--- src/rtl/digit_score_collect.sv ---
// digit_score_collect: gathers ten serial neuron scores, quantises them to 4 bits and hands the packed vector to digit_decode
module digit_score_collect #(
  parameter int SCORE_W = 16,
  parameter int SHIFT = 8,
  parameter int DECODE_CYCLES = 11
) (
  input  logic clk,
  input  logic n_rst,
  input  logic score_valid,
  input  logic [SCORE_W-1:0] score_data,
  input  logic score_last,
  output logic score_ready,
  output logic [0:9][3:0] digit_weights,
  output logic network_done,
  output logic frame_error,
  output logic busy
);
  localparam int CW = $clog2(DECODE_CYCLES + 1);
  typedef enum logic [1:0] {COLLECT, DONE, HOLD} state_t;
  state_t state, state_n;
  logic [3:0] idx;
  logic [CW-1:0] hold_cnt;
  logic [SCORE_W-1:0] shifted;
  logic [3:0] q;
  logic xfer, at_last, mismatch;
  assign shifted = $signed(score_data) >>> SHIFT;
  // negative scores clamp to 0, anything above 15 after the shift saturates
  assign q = score_data[SCORE_W-1] ? 4'd0 : (|shifted[SCORE_W-1:4]) ? 4'd15 : shifted[3:0];
  assign score_ready = state == COLLECT;
  assign network_done = state == DONE;
  assign busy = state == DONE || state == HOLD;
  assign xfer = score_valid && score_ready;
  assign at_last = idx == 4'd9;
  assign mismatch = at_last != score_last;
  always_comb begin
    state_n = state;
    state_n = (state == DONE) ? HOLD :
              (state == HOLD) ? ((hold_cnt == '0) ? COLLECT : HOLD) :
              (xfer && at_last && score_last) ? DONE : COLLECT;
  end
  always_ff @(posedge clk)
    if (!n_rst) begin
      state <= COLLECT;
      idx <= '0;
      hold_cnt <= '0;
      digit_weights <= '0;
      frame_error <= 1'b0;
    end else begin
      state <= state_n;
      frame_error <= xfer && mismatch;
      if (state == DONE) hold_cnt <= CW'(DECODE_CYCLES - 1);
      else if (state == HOLD && hold_cnt != '0) hold_cnt <= hold_cnt - 1'b1;
      if (xfer) begin
        idx <= (mismatch || at_last) ? 4'd0 : idx + 4'd1;
        if (mismatch) digit_weights <= '0;
        else digit_weights[idx] <= q;
      end
    end
endmodule
--- config.mk ---
export PLATFORM = sky130hd
export DESIGN_NAME = digit_score_collect
export DESIGN_NICKNAME = d
export VERILOG_FILES = /design/src/rtl/digit_score_collect.sv
export SDC_FILE = /design/constraint.sdc
export NUM_CORES = 1
export LEC_CHECK = 0
export ABC_AREA = 1
export BUFFER_PORTS_ARGS = -buffer_cell sky130_fd_sc_hd__buf_2
export CORE_MARGIN = 4
export CORE_UTILIZATION = 41
export DETAILED_ROUTE_END_ITERATION = 7
export PLACE_DENSITY_LB_ADDON = 0.2
export SLEW_MARGIN = 15
export SYNTH_ARGS = -nofsm -noshare
export SYNTH_HDL_FRONTEND = slang
export SYNTH_SLANG_ARGS = --single-unit
export TNS_END_PERCENT = 20
--- constraint.sdc ---
create_clock -name clk -period 2.15 [get_ports clk]
set_clock_uncertainty 0.15 [all_clocks]
set_input_delay 0.1075 -clock clk [delete_from_list [all_inputs] [get_ports clk]]
set_output_delay 0.1075 -clock clk [all_outputs]
set_load 0.02 [all_outputs]
==> flow_summary.yaml <==
status:
  outcome: "complete, no violations"
logic_synthesis:
  post-synth-top-area-cell: "dfxtp_1"
  post_synth_instance_area_um2: 2288
  synthAdderAreaFrac: 0.04921
  xor_and_xnor_fraction_of_the_mapped_netlist_area: 0.003827
  asr_flop_ratio_synth: 0
  yosys.cell_count.top_type: "dfxtp_1"
  syn-instance-count: 293
  synth_cell_type_count: 26
  netlist_top_cells_count: "dfxtp_1 (51), nand2_1 (50), nand3_1 (43), inv_1 (35), a21oi_1 (34)"
  synth_top_family_by_area: "simple AND/OR/NAND/NOR gates"
  postSynthRegisterBits: 51
  synthesis.nets: 322
  syn-mean-instance-area_um2: 7.810
  yosysWarnings: 0
  synth_simple_gate_area_frac: 0.3067
  synth-compound-area-share: 0.1159
  synthMuxAreaShare: 0
  yosysTopAreaCellShare: 0.4461
  synth-edff-count: 0
  synth_ff_type: "dfxtp_1"
  yosysSeqAreaShare: 0.4461
  post_synth_main_area_contributors: "dfxtp_1 (45%), nand3_1 (9.4%), nand2_1 (8.2%)"
pwr:
  power.static_leakage_nw: 1.250
  powerDensity_nw_per_um2: 592.2
  worst_ir_drop_vdd_v: 0.0002870
clock_network:
  worstSkewPairLatency_ns: 0.30
  clkSinkCount: 51
  tritoncts: "done"
  numCtsBuffers: 5
  path_clk_slew_ns: 0.09
  clock_buffer_depth: 2
  clk_root_buffer_cell: "clkbuf_8"
  cts_htree_levels: 2
run:
  maxCapViolations: 0
worst_setup_path:
  crit_type: "flip-flop to flip-flop"
  wp_data_required_ns: 2.21
  crit_path_end_kind: "flip-flop"
  cp.arrival_ns: 1.98
  worst_setup_path_start_kind: "flip-flop"
  crit_fanout: 11
route:
  wire_per_inst_um: 12.67
  postRouteAntennaNets: 0
  detail_route.first_pass.iterations: 4
  drt-initial-drc-count: 116
  remaining_drc_errors: 0
  num_vias: 2105
  detail_route.vias_per_cell: 4.907
  routed_wl_mm: 5.437
placed_design:
  dp_hpwl_mm: 3.939
  numPlacedInstances: 420
  gp_congestion: 0.7686
  portBuffers: 55
global_routing:
  first_pass_grt_wire_length_mm: 9.363
  gr-usage-all-layers: 0.1782
  grt_antenna_before_repair: 0
  grt_overflow: 0
  number_of_global_route_vias_before_repair: 2089
  pin_count_of_the_biggest_net_entering_global_routing: 32
timing:
  worst_slew_slack_as_a_fraction_of_its_limit: 0.7790
  worst_pin_slew_ns: 0.3316
  timing.final.max_slew_violations: 0
  rsz0062_at_grt: "no"
  finalCritPeriodShare: 0.8920
  setup-violations-final: 0
  timing.final.hold_violations: 0
  period_minus_slack_ns: 1.918
  fin_hold_ws_ns: 0.02356
  timing.fmax_mhz: 521.4
  setup_tns_ns: 0
cells_and_area:
  final_cells: 429
  number_of_fill_cells: 564
  syn2layout_area_growth_pct: 23.51
  antenna-diode-count: 0
  drive_above_1_share: 0.2618
  num-nets-final: 388
  final_core_util: 0.5363
floorplanning:
  initial_util: 0.4342
  total_core_area_um2: 5270
  placementRows: 26
  chipWidth_um: 82.71
  floorplan.io_pins: 64
  die_h_um: 82.71
  die_area_um2: 6841
worst_hold_path:
  worst_hold_path_type: "primary input to flip-flop"
==> state kept, by name, indices dropped and copies added (netlist names) <==
register,count
frame_error,1
state,2
idx,4
digit_weights,40
hold_cnt,4
==> timing repair <==
item                                    in CTS  in global routing
endpoints found under the hold margin       10                  0
hold buffers                                 2                  0
resized for setup                            0                  4
buffers inserted                             0                  0
endpoints found under the setup margin       0                 13
==> critical path: stages, from the launching register on <==
cell and delay [ns]:
dfxtp_1 0.32, inv_1 0.09, ha_1 0.17, inv_1 0.05, nor2_1 0.13, inv_1 0.10
ha_4 0.29, nand2_2 0.07, buf_4 0.18, nand3_1 0.08, o21ai_0 0.08, nand2_1 0.06
inv_1 0.04
==> layout by cell type, fill, tap and decap left out, types with 4 or more instances in the layout <==
cell and count:
buf_2 55, dfxtp_1 51, nand2_1 50, nand3_1 43
inv_1 35, a21oi_1 34, nor2_1 16, buf_4 9
o21ai_0 8, ha_1 8, nor2_4 7, clkbuf_8 6
nand3b_1 4, nand2_2 4, nand4_1 4, o22ai_1 4
==> report_power, final <==
part           internal (mW)  switching (mW)
sequential             0.952         0.00461
combinational         0.0526           0.106
clock                  0.253           0.305
total                   1.26           0.416
==> metrics by stage <==
step                      setup WS (ns)  total power [mW]  area [um2]
after global placement           0.1715             1.131        2701
final                            0.2322             1.674        2826
after detailed placement         0.1109             1.132        2701
after floorplan                 0.05952             1.074        2291
after CTS                        0.1026             1.678        2809
after global routing            0.06394             1.747        2826
==> metal layers <==
layer | GRT usage | routed length, um | share of wire
met5 | 0 | 0 | 0
met4 | 0.04085 | 48 | 0.0088
met3 | 0.04230 | 305 | 0.056
met2 | 0.2997 | 2525 | 0.46
met1 | 0.2310 | 2557 | 0.47
==> logic make-up after synthesis <==
| kind of cell | after synthesis |
|---|---|
| AO/OA/AOI/OAI | 51 |
| XOR/XNOR | 1 |
| adder cells (fa/ha/maj) | 9 |
| buffers and inverters | 45 |
| flip-flops | 51 |
| AND/OR/NAND/NOR | 136 |
==> cell type report <==
class / instances / area (um2) / area share
Sequential cell: 51 / 1021 / 0.3612
Inverter: 37 / 141.4 / 0.05002
Tap cell: 70 / 87.58 / 0.03099
Clock buffer: 6 / 82.58 / 0.02922
Multi-Input combinational cell: 197 / 1106 / 0.3913
Timing Repair Buffer: 67 / 382.9 / 0.1355
Clock inverter: 1 / 5.005 / 0.001771
==> final timing paths <==
path	endpoint	cells past startpoint	slack [ns]	startpoint
setup / recovery	digit_weights[25]	12	0.23	idx[1]
hold / removal	idx[0]	4	0.02	score_valid
setup reg to reg	digit_weights[25]	12	0.23	idx[1]
hold reg to reg	digit_weights[1]	2	0.33	digit_weights[1]
Note: power is estimated with default switching activity, not from simulation.
